==> config.mk <==
export PLATFORM = sky130hd
export DESIGN_NAME = reversi_move_engine_flat
export DESIGN_NICKNAME = d
export VERILOG_FILES = /design/src/rtl/reversi_move_engine_if.sv /design/src/rtl/reversi_move_engine.sv /design/src/flat_wrapper.sv
export SDC_FILE = /design/constraint.sdc
export NUM_CORES = 1
export LEC_CHECK = 0
export ABC_AREA = 1
export ABC_CLOCK_PERIOD_IN_PS = 10500
export BUFFER_PORTS_ARGS = -buffer_cell sky130_fd_sc_hd__buf_2
export CORE_MARGIN = 1.5
export CORE_UTILIZATION = 55
export DETAILED_ROUTE_END_ITERATION = 16
export PLACE_DENSITY = 0.76
export SETUP_SLACK_MARGIN = 0.4
export SLEW_MARGIN = 30
export SYNTH_ARGS = -nofsm -noshare
export SYNTH_HDL_FRONTEND = slang
export SYNTH_SLANG_ARGS = --single-unit
==> constraint.sdc <==
create_clock -name clk -period 10.5 [get_ports clk]
set_input_delay 1.05 -clock clk [delete_from_list [all_inputs] [get_ports clk]]
set_output_delay 1.05 -clock clk [all_outputs]
set_load 0.01 [all_outputs]
==> src/rtl/reversi_move_engine_if.sv <==
// Request/response bundle for reversi_move_engine. The flip-stream signals exist
// only when REVERSI_FLIP_APPLY_EN is defined.
interface reversi_move_engine_if #(
  parameter int BOARD_N = 8,
  parameter int COORD_W = 3
);
  localparam int CELLS = BOARD_N * BOARD_N;
  localparam int CNT_W = $clog2(CELLS) + 1;

  logic                 start;
  logic [1:0]           colour;
  logic [COORD_W-1:0]   x;
  logic [COORD_W-1:0]   y;
  logic [2*CELLS-1:0]   board_in;
  logic                 busy;
  logic                 done;
  logic                 valid_move;
  logic [CELLS-1:0]     flip_mask;
  logic [CNT_W-1:0]     flip_count;
`ifdef REVERSI_FLIP_APPLY_EN
  logic [2*CELLS-1:0]   board_out;
  logic [COORD_W-1:0]   flip_x;
  logic [COORD_W-1:0]   flip_y;
  logic                 flip_valid;
  logic                 flip_ready;

  modport master (output start, colour, x, y, board_in, flip_ready,
                  input  busy, done, valid_move, flip_mask, flip_count,
                         board_out, flip_x, flip_y, flip_valid);
  modport slave  (input  start, colour, x, y, board_in, flip_ready,
                  output busy, done, valid_move, flip_mask, flip_count,
                         board_out, flip_x, flip_y, flip_valid);
`else
  modport master (output start, colour, x, y, board_in,
                  input  busy, done, valid_move, flip_mask, flip_count);
  modport slave  (input  start, colour, x, y, board_in,
                  output busy, done, valid_move, flip_mask, flip_count);
`endif
endinterface

==> src/rtl/reversi_move_engine.sv <==
// Reversi move legality / flip-mask engine, one board cell examined per cycle.
// Optional board update and flipped-cell stream: define REVERSI_FLIP_APPLY_EN.
module reversi_move_engine #(
  parameter int BOARD_N = 8,
  parameter int COORD_W = 3
) (
  input logic                  clk,
  input logic                  resetn,
  reversi_move_engine_if.slave bus
);
  localparam int CELLS = BOARD_N * BOARD_N;
  localparam int IDX_W = $clog2(CELLS);
  localparam int CNT_W = IDX_W + 1;
  localparam int PW    = COORD_W + 2;

  typedef logic signed [PW-1:0] pos_t;
  localparam pos_t BN = pos_t'(BOARD_N);

`ifdef REVERSI_FLIP_APPLY_EN
  typedef enum logic [2:0] {IDLE, CHECK, SCAN, COMMIT, APPLY, DONE} state_t;
`else
  typedef enum logic [2:0] {IDLE, CHECK, SCAN, COMMIT, DONE} state_t;
`endif

  state_t               state_q, state_d;
  logic [1:0]           colour_q, colour_d;
  logic [COORD_W-1:0]   x_q, x_d, y_q, y_d;
  logic [2*CELLS-1:0]   board_q, board_d;
  logic [2:0]           dir_q, dir_d;
  pos_t                 px_q, px_d, py_q, py_d;
  logic [CELLS-1:0]     pending_q, pending_d;
  logic [CELLS-1:0]     flip_mask_q, mask_d;
  logic [CNT_W-1:0]     flip_count_q, count_d;
  logic                 valid_q, valid_d;

  function automatic logic [CNT_W-1:0] popcount(input logic [CELLS-1:0] v);
    logic [CNT_W-1:0] c;
    c = '0;
    for (int i = 0; i < CELLS; i++) c = c + CNT_W'(v[i]);
    return c;
  endfunction

  // Unit step for the current direction, N first, clockwise.
  logic signed [1:0] dx, dy;
  always_comb begin
    dx = 2'sd0;
    dy = 2'sd0;
    case (dir_q)
      3'd0: begin dx =  2'sd0; dy = -2'sd1; end
      3'd1: begin dx =  2'sd1; dy = -2'sd1; end
      3'd2: begin dx =  2'sd1; dy =  2'sd0; end
      3'd3: begin dx =  2'sd1; dy =  2'sd1; end
      3'd4: begin dx =  2'sd0; dy =  2'sd1; end
      3'd5: begin dx = -2'sd1; dy =  2'sd1; end
      3'd6: begin dx = -2'sd1; dy =  2'sd0; end
      default: begin dx = -2'sd1; dy = -2'sd1; end
    endcase
  end

  pos_t             nx, ny, tx, ty;
  logic             n_in, t_in, is_own, is_opp, t_occ, colour_ok;
  logic [IDX_W-1:0] nidx, tidx;
  logic [1:0]       ncell, tcell;
  logic [CELLS-1:0] nbit;

  assign nx    = px_q + pos_t'(dx);
  assign ny    = py_q + pos_t'(dy);
  assign n_in  = !nx[PW-1] && !ny[PW-1] && (nx < BN) && (ny < BN);
  assign nidx  = IDX_W'(ny[COORD_W-1:0]) * IDX_W'(BOARD_N) + IDX_W'(nx[COORD_W-1:0]);
  // Guard the select so an off-board step never reads beyond board_q.
  assign ncell = n_in ? board_q[{nidx, 1'b0} +: 2] : 2'b00;
  assign nbit  = {{(CELLS-1){1'b0}}, 1'b1} << nidx;
  assign is_own = n_in && (ncell == colour_q);
  assign is_opp = n_in && (ncell == (colour_q ^ 2'b11));

  assign tx        = pos_t'(x_q);
  assign ty        = pos_t'(y_q);
  assign t_in      = (tx < BN) && (ty < BN);
  assign tidx      = IDX_W'(y_q) * IDX_W'(BOARD_N) + IDX_W'(x_q);
  assign tcell     = t_in ? board_q[{tidx, 1'b0} +: 2] : 2'b00;
  assign t_occ     = (tcell == 2'b01) || (tcell == 2'b10);
  assign colour_ok = (colour_q == 2'b01) || (colour_q == 2'b10);

`ifdef REVERSI_FLIP_APPLY_EN
  logic [CELLS-1:0]   remain_q, remain_d, lo_bit, t_bit;
  logic               sent_q, sent_d;
  logic [2*CELLS-1:0] board_out_q, board_out_d, applied;
  logic [COORD_W-1:0] lo_x, lo_y;

  assign t_bit = {{(CELLS-1){1'b0}}, 1'b1} << tidx;

  // Lowest pending flipped cell, so the stream runs in ascending index order.
  always_comb begin
    lo_bit = '0;
    lo_x   = '0;
    lo_y   = '0;
    for (int i = CELLS - 1; i >= 0; i--) begin
      if (remain_q[i]) begin
        lo_bit    = '0;
        lo_bit[i] = 1'b1;
        lo_x      = COORD_W'(i % BOARD_N);
        lo_y      = COORD_W'(i / BOARD_N);
      end
    end
  end

  always_comb begin
    applied = board_q;
    for (int i = 0; i < CELLS; i++)
      if (flip_mask_q[i] || t_bit[i]) applied[2*i +: 2] = colour_q;
  end

  assign bus.flip_valid = (state_q == APPLY);
  assign bus.flip_x     = (state_q != APPLY) ? '0 : (sent_q ? lo_x : x_q);
  assign bus.flip_y     = (state_q != APPLY) ? '0 : (sent_q ? lo_y : y_q);
  assign bus.board_out  = board_out_q;
`endif

  always_comb begin
    // NOTE: every signal assigned here gets a default first, so no path infers a latch.
    state_d   = state_q;
    colour_d  = colour_q;
    x_d       = x_q;
    y_d       = y_q;
    board_d   = board_q;
    dir_d     = dir_q;
    px_d      = px_q;
    py_d      = py_q;
    pending_d = pending_q;
    mask_d    = flip_mask_q;
    count_d   = flip_count_q;
    valid_d   = valid_q;
`ifdef REVERSI_FLIP_APPLY_EN
    remain_d    = remain_q;
    sent_d      = sent_q;
    board_out_d = board_out_q;
`endif
    case (state_q)
      IDLE: if (bus.start) begin
        colour_d = bus.colour;
        x_d      = bus.x;
        y_d      = bus.y;
        board_d  = bus.board_in;
        mask_d   = '0;
        count_d  = '0;
        valid_d  = 1'b0;
        state_d  = CHECK;
      end
      CHECK: if (!t_in || t_occ || !colour_ok) begin
`ifdef REVERSI_FLIP_APPLY_EN
        board_out_d = board_q;
`endif
        state_d = DONE;
      end else begin
        dir_d     = '0;
        px_d      = tx;
        py_d      = ty;
        pending_d = '0;
        state_d   = SCAN;
      end
      SCAN: if (is_opp) begin
        pending_d = pending_q | nbit;
        px_d      = nx;
        py_d      = ny;
      end else begin
        // A ray only counts when it closes on the mover's own colour.
        if (is_own) mask_d = flip_mask_q | pending_q;
        pending_d = '0;
        px_d      = tx;
        py_d      = ty;
        dir_d     = dir_q + 3'd1;
        if (dir_q == 3'd7) state_d = COMMIT;
      end
      COMMIT: begin
        count_d = popcount(flip_mask_q);
        valid_d = |flip_mask_q;
`ifdef REVERSI_FLIP_APPLY_EN
        remain_d = flip_mask_q;
        sent_d   = 1'b0;
        if (|flip_mask_q) begin
          state_d = APPLY;
        end else begin
          board_out_d = board_q;
          state_d     = DONE;
        end
`else
        state_d = DONE;
`endif
      end
`ifdef REVERSI_FLIP_APPLY_EN
      APPLY: if (bus.flip_ready) begin
        if (!sent_q) sent_d = 1'b1;
        else         remain_d = remain_q & ~lo_bit;
        if (sent_q && ((remain_q & ~lo_bit) == '0)) begin
          board_out_d = applied;
          state_d     = DONE;
        end
      end
`endif
      DONE:    state_d = IDLE;
      default: state_d = IDLE;
    endcase
  end

  always_ff @(posedge clk or posedge resetn) begin
    if (resetn) begin
      state_q      <= IDLE;
      colour_q     <= '0;
      x_q          <= '0;
      y_q          <= '0;
      board_q      <= '0;
      dir_q        <= '0;
      px_q         <= '0;
      py_q         <= '0;
      pending_q    <= '0;
      flip_mask_q  <= '0;
      flip_count_q <= '0;
      valid_q      <= 1'b0;
`ifdef REVERSI_FLIP_APPLY_EN
      remain_q    <= '0;
      sent_q      <= 1'b0;
      board_out_q <= '0;
`endif
    end else begin
      // NOTE: non-blocking updates keep every register sampling pre-edge values.
      state_q      <= state_d;
      colour_q     <= colour_d;
      x_q          <= x_d;
      y_q          <= y_d;
      board_q      <= board_d;
      dir_q        <= dir_d;
      px_q         <= px_d;
      py_q         <= py_d;
      pending_q    <= pending_d;
      flip_mask_q  <= mask_d;
      flip_count_q <= count_d;
      valid_q      <= valid_d;
`ifdef REVERSI_FLIP_APPLY_EN
      remain_q    <= remain_d;
      sent_q      <= sent_d;
      board_out_q <= board_out_d;
`endif
    end
  end

  assign bus.busy       = (state_q != IDLE) && (state_q != DONE);
  assign bus.done       = (state_q == DONE);
  assign bus.valid_move = valid_q;
  assign bus.flip_mask  = flip_mask_q;
  assign bus.flip_count = flip_count_q;
endmodule

==> src/flat_wrapper.sv <==
// flat-port wrapper written by rule: the top's interface ports become plain ports
module reversi_move_engine_flat 
#(
  parameter int BOARD_N = 8,
  parameter int COORD_W = 3
)
  (clk, resetn, bus_start, bus_colour, bus_x, bus_y, bus_board_in, bus_busy, bus_done, bus_valid_move, bus_flip_mask, bus_flip_count);
  reversi_move_engine_if #(.BOARD_N(BOARD_N), .COORD_W(COORD_W)) bus_i ();
  input logic clk;
  input logic resetn;
  input wire logic [$bits(bus_i.start)-1:0] bus_start;
  input wire logic [$bits(bus_i.colour)-1:0] bus_colour;
  input wire logic [$bits(bus_i.x)-1:0] bus_x;
  input wire logic [$bits(bus_i.y)-1:0] bus_y;
  input wire logic [$bits(bus_i.board_in)-1:0] bus_board_in;
  output wire logic [$bits(bus_i.busy)-1:0] bus_busy;
  output wire logic [$bits(bus_i.done)-1:0] bus_done;
  output wire logic [$bits(bus_i.valid_move)-1:0] bus_valid_move;
  output wire logic [$bits(bus_i.flip_mask)-1:0] bus_flip_mask;
  output wire logic [$bits(bus_i.flip_count)-1:0] bus_flip_count;
  assign bus_i.start = bus_start;
  assign bus_i.colour = bus_colour;
  assign bus_i.x = bus_x;
  assign bus_i.y = bus_y;
  assign bus_i.board_in = bus_board_in;
  assign bus_busy = bus_i.busy;
  assign bus_done = bus_i.done;
  assign bus_valid_move = bus_i.valid_move;
  assign bus_flip_mask = bus_i.flip_mask;
  assign bus_flip_count = bus_i.flip_count;
  reversi_move_engine #(.BOARD_N(BOARD_N), .COORD_W(COORD_W)) u_core (.clk(clk), .resetn(resetn), .bus(bus_i));
endmodule
# Word-level counts from Yosys, hierarchy flattened
# Index checks and enable logic that the tools add are counted.
# word_totals
word_cells,174
output_inout_bits,74
reg_bits,288
# classes
addsub,68
bitwise,3
order_cmp,4
eq_ne,23
shifts,3
reduce_logical,32
mux,29
# ops
operator,count
$add 7x1->7,62
$mux 64,5
$pmux 64 s2,2
$shiftx 128x8->2,2
$or 64x64->64,2
$reduce_or 64->1,1
$shl 1x6->64 const A,1
$mux 5,4
$pmux 5 s2,2
$mux 3,6
$eq 3x3->1 const B,5
$pmux 7 s2,1
$add 6x3->6,2
$eq 3x2->1 const B,4
$pmux 3 s4,1
$add 5x2->5,2
$lt 5x5->1 const B,2
$lt 3x4->1 const B,2
$pmux 2 s2,2
$logic_and 1x1->1,7
$mux 7,1
$eq 3x1->1 const B,2
$logic_not 3->1,2
$ne 2x2->1 const B,3
other kinds (21),39

# Longest topological paths before layout
# Gate-level depths: netlist (run 1).
# depth
word_depth,64
mapped_depth,29
ltp_nobuf,26

# Worst setup path before layout (run 1)
# OpenSTA, ideal clock, no wires.
# synth_timing
kind,register -> register
from,register u_core.flip_mask_q[0] (netlist: u_core.bus.flip_mask[0])
to,register u_core.flip_count_q[6] (netlist: u_core.bus.flip_count[6])
arrival_time_ps,5945
slack_ps,4489
stages_incl_launch_ff,19
t_required_ps,10434
synth_period_minus_slack_ps,6011
setup_time_ps,66
cell_sequence,dfrtp_1 > inv_1 > ha_1 > inv_1 > fa_1 > fa_1 > fa_1 > fa_1 > fa_1 > fa_1 > fa_1 > fa_1 > fa_1 > fa_1 > o31ai_1 > nand2_1 > a21oi_1 > o21ai_0 > nand2_1
# synth_between
elab_chain_len,64
# synth_rtl
item,line,rtl
"start, declared",reversi_move_engine.sv:32,"logic [CELLS-1:0] flip_mask_q, mask_d;"
"start signal, assigned",reversi_move_engine.sv:235,flip_mask_q <= mask_d;
$add 1x1->2,reversi_move_engine.sv:39,for (int i = 0; i < CELLS; i++) c = c + CNT_W'(v[i]);
$add 7x1->7 (62 in series),reversi_move_engine.sv:39,
$pmux 7 s2,reversi_move_engine.sv:138,case (state_q)
"end signal, assigned",reversi_move_engine.sv:236,flip_count_q <= count_d;
"end, declared",reversi_move_engine.sv:33,"logic [CNT_W-1:0] flip_count_q, count_d;"
# No other way between the ends.
# A chain may end at the register's enable or synchronous reset.

# Worst setup path after layout (run 1)
# layout_timing
from,register u_core.dir_q[0]
to,register u_core.flip_mask_q[28] (netlist: u_core.bus.flip_mask[28])
# layout_between
elab_chain_len,13
word_cells_on_any_way,32
cone_classes,add/sub: 3; order compare: 2; eq/ne: 10; shift: 1; mux: 3; reduce/logical: 13
# layout_rtl
item,line,rtl
"start, declared",reversi_move_engine.sv:29,"logic [2:0] dir_q, dir_d;"
"start signal, assigned",reversi_move_engine.sv:231,dir_q <= dir_d;
branches (longest 12 deep; another with $add 6x3->6),-,
$reduce_and 4->1 (no line) *,-,
# Every way passes the cells marked *.

==> impl_metrics.toml, run 1 <==
[clock_network]
clkLatencyLatePin_ps = 560
hold_buffers = 0
postCtsSetupBuffers = 0
root_buffer = "sky130_fd_sc_hd__clkbuf_16"
cts.sink_count = 288
numCtsBuffers = 31
path_clk_slew_ps = 60
cts_tree = "yes"
clk_path_buf_depth = 3
cts_htree_levels = 1
cts_repair_resize_count = 0

[placement]
place_hpwl_um = 33500
dp.cells = 2619
dpl-instance-area_mm2 = 0.0181
final_weighted_congestion_in_routability_driven_placement = 0.944
numPortBuffers = 212

[synth]
synth_area_per_cell_um2 = 8.03
mappedNetlistArea_mm2 = 0.0170
netlist.area_leader.share_pct = 42.3
post_synth_main_area_contributors = "sky130_fd_sc_hd__dfrtp_1, sky130_fd_sc_hd__nand2_1, sky130_fd_sc_hd__nor2_1, sky130_fd_sc_hd__nand3_1, sky130_fd_sc_hd__mux2_2"
synth.yosys.seq_area_share_pct = 42.3
synth.net_count = 2350
synth_enable_flop_cells = 0
synth.ff_latch_count = 288
syn-instance-count = 2120
synth-warning-count = 0
synth.distinct_cells = 39
async_reset_ff_share_pct = 100
yosys_most_used_dff = "sky130_fd_sc_hd__dfrtp_1"
yosys.area.top_type = "sky130_fd_sc_hd__dfrtp_1"

[final_layout]
commonest_non_fill_non_tap_cell_in_the_layout = "sky130_fd_sc_hd__nand2_1"
final_cell_area_mm2 = 0.0192
fillCellCount = 2625
nNetsFinal = 2487
final_layout_size_suffix_gt1_share_pct = 18.0
stdcell_count = 2676
flow.area_growth_from_synthesis_pct = 12.9
mostFrequentLayoutCells = "sky130_fd_sc_hd__nand2_1, sky130_fd_sc_hd__nor2_1, sky130_fd_sc_hd__dfrtp_1, sky130_fd_sc_hd__nand3_1, sky130_fd_sc_hd__buf_2"

[job]
cap_violations = 0

[sta]
fin_hold_ws_ps = 474
worst_clock_skew_ps = 9.76
min_period_over_period_pct = 71.3
final-setup-viol-count = 0
fin_crit_ps = 7480
hold_violations = 0
max_slew_margin_pct = 31.5
slew_viol_final = 0
worst_pin_slew_ps = 1030
rsz0062_at_grt = "no"
setup_tns_ps = 0
maxClockFrequency_ghz = 0.134

[critical_path]
type_of_the_worst_setup_path = "reg -> reg"
crit_path_max_fanout = 65
endpoint_kind = "flop"
cp-start-kind = "flop"
worstPathArrival_ps = 7980
critPathRequiredTime_ps = 11000

[grt]
grt_overflow_total = 0
grt_pass1_wl_um = 77700
grt_pass1_vias = 14803
antenna_found_initial = 4
grt_start_max_net_pins = 175
grt_use_total_pct = 31.0

[die]
top_level_ports = 213
die_width_um = 179
initial_utilization_pct = 55.8
floorplan.die.height_um = 179
num_rows = 64
core-area_mm2 = 0.0305
design.die.area_mm2 = 0.0320

[outcome]
outcome = "finished, final reports clean"

[route]
antenna_left = 0
routed_wl_um = 49200
via_total_after_detailed_routing = 15297
drt_pre_antenna_iters = 6
vias_per_cell = 5.72
route.detailed.wl_per_inst_um = 18.4
number_of_remaining_drc_errors = 0
detail_route.iter0.violations = 1522

[power]
power_leakage_nw = 9.92
vdd_ir_drop_max_uv = 539
power_per_cell_area_mw_per_mm2 = 357
total_power_mw = 6.86

[worst_hold_path]
hp-class = "reg -> reg"
==> cells by family after synthesis <==
logic type / Yosys count / share of synthesized area (%)
AND/OR/NAND/NOR: 1279 / 31.6
flip-flops: 288 / 42.3
buffers and inverters: 281 / 7.12
multiplexers: 112 / 7.41
adder cells (fa/ha/maj): 91 / 9.21
AO/OA/AOI/OAI: 63 / 1.96
XOR/XNOR: 6 / 0.353
==> registers in the layout, summed over array words and instances, names as in the netlist, 2 cells and up <==
| register | count |
|---|---|
| u_core.board_q | 128 |
| u_core.bus.flip_mask | 64 |
| u_core.pending_q | 64 |
| u_core.bus.flip_count | 7 |
| u_core.px_q | 5 |
| u_core.py_q | 5 |
| u_core.dir_q | 3 |
| u_core.state_q | 3 |
| u_core.x_q | 3 |
| u_core.y_q | 3 |
| u_core.colour_q | 2 |
==> synthesized netlist by cell type (5+ instances only) <==
cell,count
sky130_fd_sc_hd__buf_6,13
sky130_fd_sc_hd__fa_1,57
sky130_fd_sc_hd__clkbuf_1,69
sky130_fd_sc_hd__nor3_1,19
sky130_fd_sc_hd__nor2_1,372
sky130_fd_sc_hd__inv_1,151
sky130_fd_sc_hd__nand3_1,262
sky130_fd_sc_hd__mux2_2,112
sky130_fd_sc_hd__nor4_1,15
sky130_fd_sc_hd__buf_1,8
sky130_fd_sc_hd__ha_1,34
sky130_fd_sc_hd__a21oi_1,36
sky130_fd_sc_hd__nand2_1,554
sky130_fd_sc_hd__nand4_1,43
sky130_fd_sc_hd__xor2_1,5
sky130_fd_sc_hd__o21ai_0,19
sky130_fd_sc_hd__dfrtp_1,288
sky130_fd_sc_hd__buf_2,26
sky130_fd_sc_hd__buf_4,6
==> worst paths after layout <==
check,from,cells after the start,to,slack (ps)
setup / recovery,u_core.dir_q[0]$_DFFE_PP0P_,25,u_core.bus.flip_mask[28]$_DFFE_PP0P_,3020
hold / removal,u_core.pending_q[2]$_DFFE_PP0P_,2,u_core.pending_q[2]$_DFFE_PP0P_,470
setup reg to reg,u_core.dir_q[0]$_DFFE_PP0P_,25,u_core.bus.flip_mask[28]$_DFFE_PP0P_,3020
hold reg to reg,u_core.pending_q[2]$_DFFE_PP0P_,2,u_core.pending_q[2]$_DFFE_PP0P_,470
max in group asynchronous,resetn,4,u_core.board_q[99]$_DFFE_PP0P_,8520
min in group asynchronous,resetn,2,u_core.bus.flip_mask[18]$_DFFE_PP0P_,610
==> critical path, cell delays in order (launching register included) <==
cell	delay [ps]
sky130_fd_sc_hd__dfrtp_1	400
sky130_fd_sc_hd__inv_1	120
sky130_fd_sc_hd__ha_1	220
sky130_fd_sc_hd__nor2_1	120
sky130_fd_sc_hd__nor2_1	50
sky130_fd_sc_hd__nor3_1	550
sky130_fd_sc_hd__ha_1	420
sky130_fd_sc_hd__xnor2_2	170
sky130_fd_sc_hd__buf_4	410
sky130_fd_sc_hd__inv_2	380
sky130_fd_sc_hd__ha_1	350
sky130_fd_sc_hd__fa_1	430
sky130_fd_sc_hd__inv_1	70
sky130_fd_sc_hd__xor2_1	170
sky130_fd_sc_hd__inv_1	60
sky130_fd_sc_hd__nand2_1	70
sky130_fd_sc_hd__nand2_2	360
sky130_fd_sc_hd__inv_2	540
sky130_fd_sc_hd__nand3_1	200
sky130_fd_sc_hd__nand3_1	140
sky130_fd_sc_hd__nand2_1	60
sky130_fd_sc_hd__nand2_1	150
sky130_fd_sc_hd__nand3b_4	650
sky130_fd_sc_hd__nand2_4	880
sky130_fd_sc_hd__nand2_1	170
sky130_fd_sc_hd__nand2_1	110
==> through the flow <==
step | util [%] | worst slack [ps]
final | 63.0 | 3020
after global routing | 63.0 | 2470
after CTS | 62.9 | 2770
after detailed placement | 59.4 | 2840
after global placement | 59.3 | 3120
after floorplan | - | 1500
==> per-layer routing <==
| metal | up-vias | GRT usage (%) | part of all wire [%] |
|---|---|---|---|
| met1 | 7324 | 41.3 | 41 |
| met2 | 737 | 50.0 | 47 |
| li1 | 7070 | - | - |
| met5 | - | 0 | 0.083 |
| met4 | 6 | 15.2 | 4.9 |
| met3 | 160 | 4.24 | 7.3 |
==> area by class of cell <==
cell class                 instances  area, µm²  share of cell area, %
multi-input combinational       1551       8620                   44.8
sequential                       288       7210                   37.5
timing repair buffer             226       1230                   6.41
clock buffer                      40        860                   4.47
inverter                         159        612                   3.18
tap                              396        495                   2.58
clock inverter                    15        191                  0.996
antenna                            1       2.50                 0.0130
==> power breakdown <==
part / leakage [nW] / switching, mW / internal (mW) / total [mW]
Clock: 0.504 / 0.463 / 0.672 / 1.14
Sequential: 3.69 / 0.255 / 1.41 / 1.66
Combinational: 5.73 / 2.92 / 1.14 / 4.06
Note: power is estimated with default switching activity, not from simulation.
==> run 2: changes to the inputs <==
--- a/config.mk
+++ b/config.mk
@@ -5,13 +5,13 @@
 export SDC_FILE = /design/constraint.sdc
 export NUM_CORES = 1
 export LEC_CHECK = 0
-export ABC_AREA = 1
-export ABC_CLOCK_PERIOD_IN_PS = 10500
+export ABC_AREA = 0
+export ABC_CLOCK_PERIOD_IN_PS = 6400
 export BUFFER_PORTS_ARGS = -buffer_cell sky130_fd_sc_hd__buf_2
 export CORE_MARGIN = 1.5
-export CORE_UTILIZATION = 55
+export CORE_UTILIZATION = 53
 export DETAILED_ROUTE_END_ITERATION = 16
-export PLACE_DENSITY = 0.76
+export PLACE_DENSITY = 0.77
 export SETUP_SLACK_MARGIN = 0.4
 export SLEW_MARGIN = 30
 export SYNTH_ARGS = -nofsm -noshare
==> constraint.sdc (replaced) <==
create_clock -name clk -period 6.4 [get_ports clk]
set_input_delay 0.64 -clock clk [delete_from_list [all_inputs] [get_ports clk]]
set_output_delay 0.64 -clock clk [all_outputs]
set_load 0.01 [all_outputs]
==> run 2 against run 1 <==
- first-iteration DRC count fell by 36%
- clock-buffer cell count fell by 1
- final area fell by 6.2%
- critical path type unchanged
==> impl_metrics.toml, run 2 <==
[synth]
synthSimpleGateAreaFrac_pct = 8.51
yosys.area.top_type = "sky130_fd_sc_hd__dfrtp_1"
post_synth_fa_ha_maj_area_fraction_pct = 10.1
yosys.cell_count.top_type = "sky130_fd_sc_hd__dfrtp_1"
mux_cell_area_share_after_synthesis_pct = 21.0
syn-instance-count = 1285
post_synth_main_area_contributors = "sky130_fd_sc_hd__dfrtp_1, sky130_fd_sc_hd__mux2_2, sky130_fd_sc_hd__mux4_2, sky130_fd_sc_hd__fa_1, sky130_fd_sc_hd__a21oi_1"
yosys_most_used_dff = "sky130_fd_sc_hd__dfrtp_1"
synth.yosys.seq_area_share_pct = 46.7
synth-warning-count = 0
netlist.area_leader.share_pct = 46.7
synth_enable_flop_cells = 0
synth_area_per_cell_um2 = 12.0
list_of_most_frequent_post_synthesis_cells = "sky130_fd_sc_hd__dfrtp_1, sky130_fd_sc_hd__nor2_1, sky130_fd_sc_hd__mux2_2"
synth_xor_area_share_pct = 1.28
synth.distinct_cells = 56
synth.ff_latch_count = 288
mappedNetlistArea_mm2 = 0.0154
synth.net_count = 1515
async_reset_ff_share_pct = 100
synth-compound-area-share_pct = 7.46
combinational_family_with_the_most_area_after_synthesis = "multiplexers"

[grt]
antenna_found_initial = 6
grt_start_max_net_pins = 162
grt_pass1_vias = 11607
grt_overflow_total = 0
grt_pass1_wl_um = 65800
grt_use_total_pct = 27.9

[worst_hold_path]
min-delay-start = "bus_board_in[103]"
hp-class = "in -> reg"
hold-path-endpoint = "u_core.board_q[103]$_DFFE_PP0P_"
worst_hold_path.num_cells = 2

[final_layout]
final_layout_size_suffix_gt1_share_pct = 35.1
commonest_non_fill_non_tap_cell_in_the_layout = "sky130_fd_sc_hd__dfrtp_1"
mostFrequentLayoutCells = "sky130_fd_sc_hd__dfrtp_1, sky130_fd_sc_hd__buf_2, sky130_fd_sc_hd__nor2_1, sky130_fd_sc_hd__mux2_2, sky130_fd_sc_hd__a21oi_1"
largest_reg_flops = 128
fillCellCount = 2252
nNetsFinal = 1711
flow.area_growth_from_synthesis_pct = 16.8
max_flop_register = "u_core.board_q"

[critical_path]
reg2reg_depth = 19
critical_path.reg2reg.endpoint = "u_core.bus.flip_count[6]$_DFFE_PP0P_"
crit_path_max_fanout = 2
regToRegStartpoint = "u_core.bus.flip_mask[0]$_DFFE_PP0P_"
type_of_the_worst_setup_path = "reg -> reg"
reg2reg_slack_ps = 400
worstPathArrival_ps = 6480
critPathRequiredTime_ps = 6870
cp-start-kind = "flop"
endpoint_kind = "flop"

[clock_network]
root_buffer = "sky130_fd_sc_hd__clkbuf_16"
path_clk_slew_ps = 60
clk_path_buf_depth = 3
hold_buffers = 0
cts_htree_levels = 1
cts.sink_count = 288
cts_tree = "yes"
numCtsBuffers = 30
clkLatencyLatePin_ps = 550

[job]
cap_violations = 0

[route]
route.detailed.wl_per_inst_um = 21.9
highest_layer = "met5"
number_of_remaining_drc_errors = 0
detail_route.iter0.violations = 980
met1Wirelength_um = 17000
antenna_left = 0
drt_pre_antenna_iters = 7
vias_per_cell = 5.98
met3_length_um = 3210
routed_wl_um = 41400
met2_routed_wl_um = 19900
via_total_after_detailed_routing = 11318

[sta]
worst_pin_slew_ps = 890
slew_viol_final = 0
worst_clock_skew_ps = 9.64
min_period_over_period_pct = 93.8
max_slew_margin_pct = 40.7
fin_crit_ps = 6000
hold_violations = 0
final-setup-viol-count = 0
rsz0062_at_grt = "yes"
setup_tns_ps = 0
maxClockFrequency_ghz = 0.167

[placement]
numPortBuffers = 212
place_hpwl_um = 29200
final_weighted_congestion_in_routability_driven_placement = 0.958

[die]
design.die.area_mm2 = 0.0302
core-area_mm2 = 0.0287
floorplan.die.height_um = 174
top_level_ports = 213
initial_utilization_pct = 53.8
num_rows = 62
die_width_um = 174

[power]
vdd_ir_drop_max_uv = 1290
power_leakage_nw = 8.50
power_per_cell_area_mw_per_mm2 = 627
total_power_mw = 11.3

[outcome]
outcome = "finished, final reports clean"
run 2: how the worst max path moves through the flow:
| stage | cells past startpoint | slack (ps) | endpoint | startpoint |
|---|---|---|---|---|
| 3_5_place_dp | 19 | 170 | u_core.bus.flip_count[6]$_DFFE_PP0P_ | u_core.bus.flip_mask[0]$_DFFE_PP0P_ |
| 2_1_floorplan | 24 | 440 | u_core.pending_q[10]$_DFFE_PP0P_ | u_core.dir_q[0]$_DFFE_PP0P_ |
| 5_1_grt | 19 | 190 | u_core.bus.flip_count[6]$_DFFE_PP0P_ | u_core.bus.flip_mask[0]$_DFFE_PP0P_ |
| 3_3_place_gp | 19 | 360 | u_core.bus.flip_count[6]$_DFFE_PP0P_ | u_core.bus.flip_mask[0]$_DFFE_PP0P_ |
| 6_report | 19 | 400 | u_core.bus.flip_count[6]$_DFFE_PP0P_ | u_core.bus.flip_mask[0]$_DFFE_PP0P_ |
| 4_1_cts | 19 | 390 | u_core.bus.flip_count[6]$_DFFE_PP0P_ | u_core.bus.flip_mask[0]$_DFFE_PP0P_ |
run 2: timing repair:
action / 4_1_cts / 5_1_grt
gates resized for setup: 3 / 13
endpoints found under the hold margin: 0 / 0
setup endpoints to repair: 2 / 3
buffers inserted: 4 / 7
pin swaps: 0 / 10
run 2: cell type report:
class	count	area, µm²	share of cell area, %
sequential	288	7210	40.0
inverter	102	389	2.16
clock buffer	39	816	4.53
clock inverter	17	223	1.24
tap	384	480	2.67
timing repair buffer	245	1380	7.65
antenna	4	10.0	0.0555
multi-input combinational	814	7520	41.7
run 2: cell families after synthesis:
logic type | Yosys count
flops | 288
simple gates | 279
mux | 232
compound gates | 194
buf+inv | 183
fa+ha+maj | 91
xor+xnor | 18
run 2: critical path, stage by stage (launching register included):
cell and delay, ps:
sky130_fd_sc_hd__dfrtp_1 380, sky130_fd_sc_hd__inv_2 60, sky130_fd_sc_hd__ha_4 260, sky130_fd_sc_hd__inv_2 30, sky130_fd_sc_hd__fa_1 500, sky130_fd_sc_hd__fa_2 460, sky130_fd_sc_hd__fa_2 550, sky130_fd_sc_hd__fa_1 420
sky130_fd_sc_hd__fa_1 510, sky130_fd_sc_hd__fa_1 430, sky130_fd_sc_hd__fa_1 520, sky130_fd_sc_hd__fa_1 430, sky130_fd_sc_hd__fa_2 390, sky130_fd_sc_hd__fa_2 400, sky130_fd_sc_hd__nor2b_1 120, sky130_fd_sc_hd__o21ai_1 70
sky130_fd_sc_hd__nand2b_1 100, sky130_fd_sc_hd__a21o_1 120, sky130_fd_sc_hd__a21oi_1 60, sky130_fd_sc_hd__o21ai_1 130
run 2: stage by stage:
step                setup WS [ps]  cell area, µm²  cells  utilization [%]  hold WS [ps]
finish                        395           18000   1893             62.8           314
global route                  186           18000   1889             62.8           302
CTS                           386           17900   1881             62.4           291
detailed placement            174           16800   1821             58.6           469
global placement              358           16800   1821             58.6           460
floorplan                     442           15400   1285                -           443
run 2: power breakdown:
part	switching [mW]	total [mW]	internal [mW]
Sequential	0.470	2.78	2.30
Combinational	3.94	6.70	2.76
Clock	0.728	1.83	1.10
run 2: routing by layer:
metal	up-vias	global-route usage, %
met1	5804	38.3
met5	-	0
met4	6	8.41
met2	509	45.0
li1	4908	-
met3	91	5.79
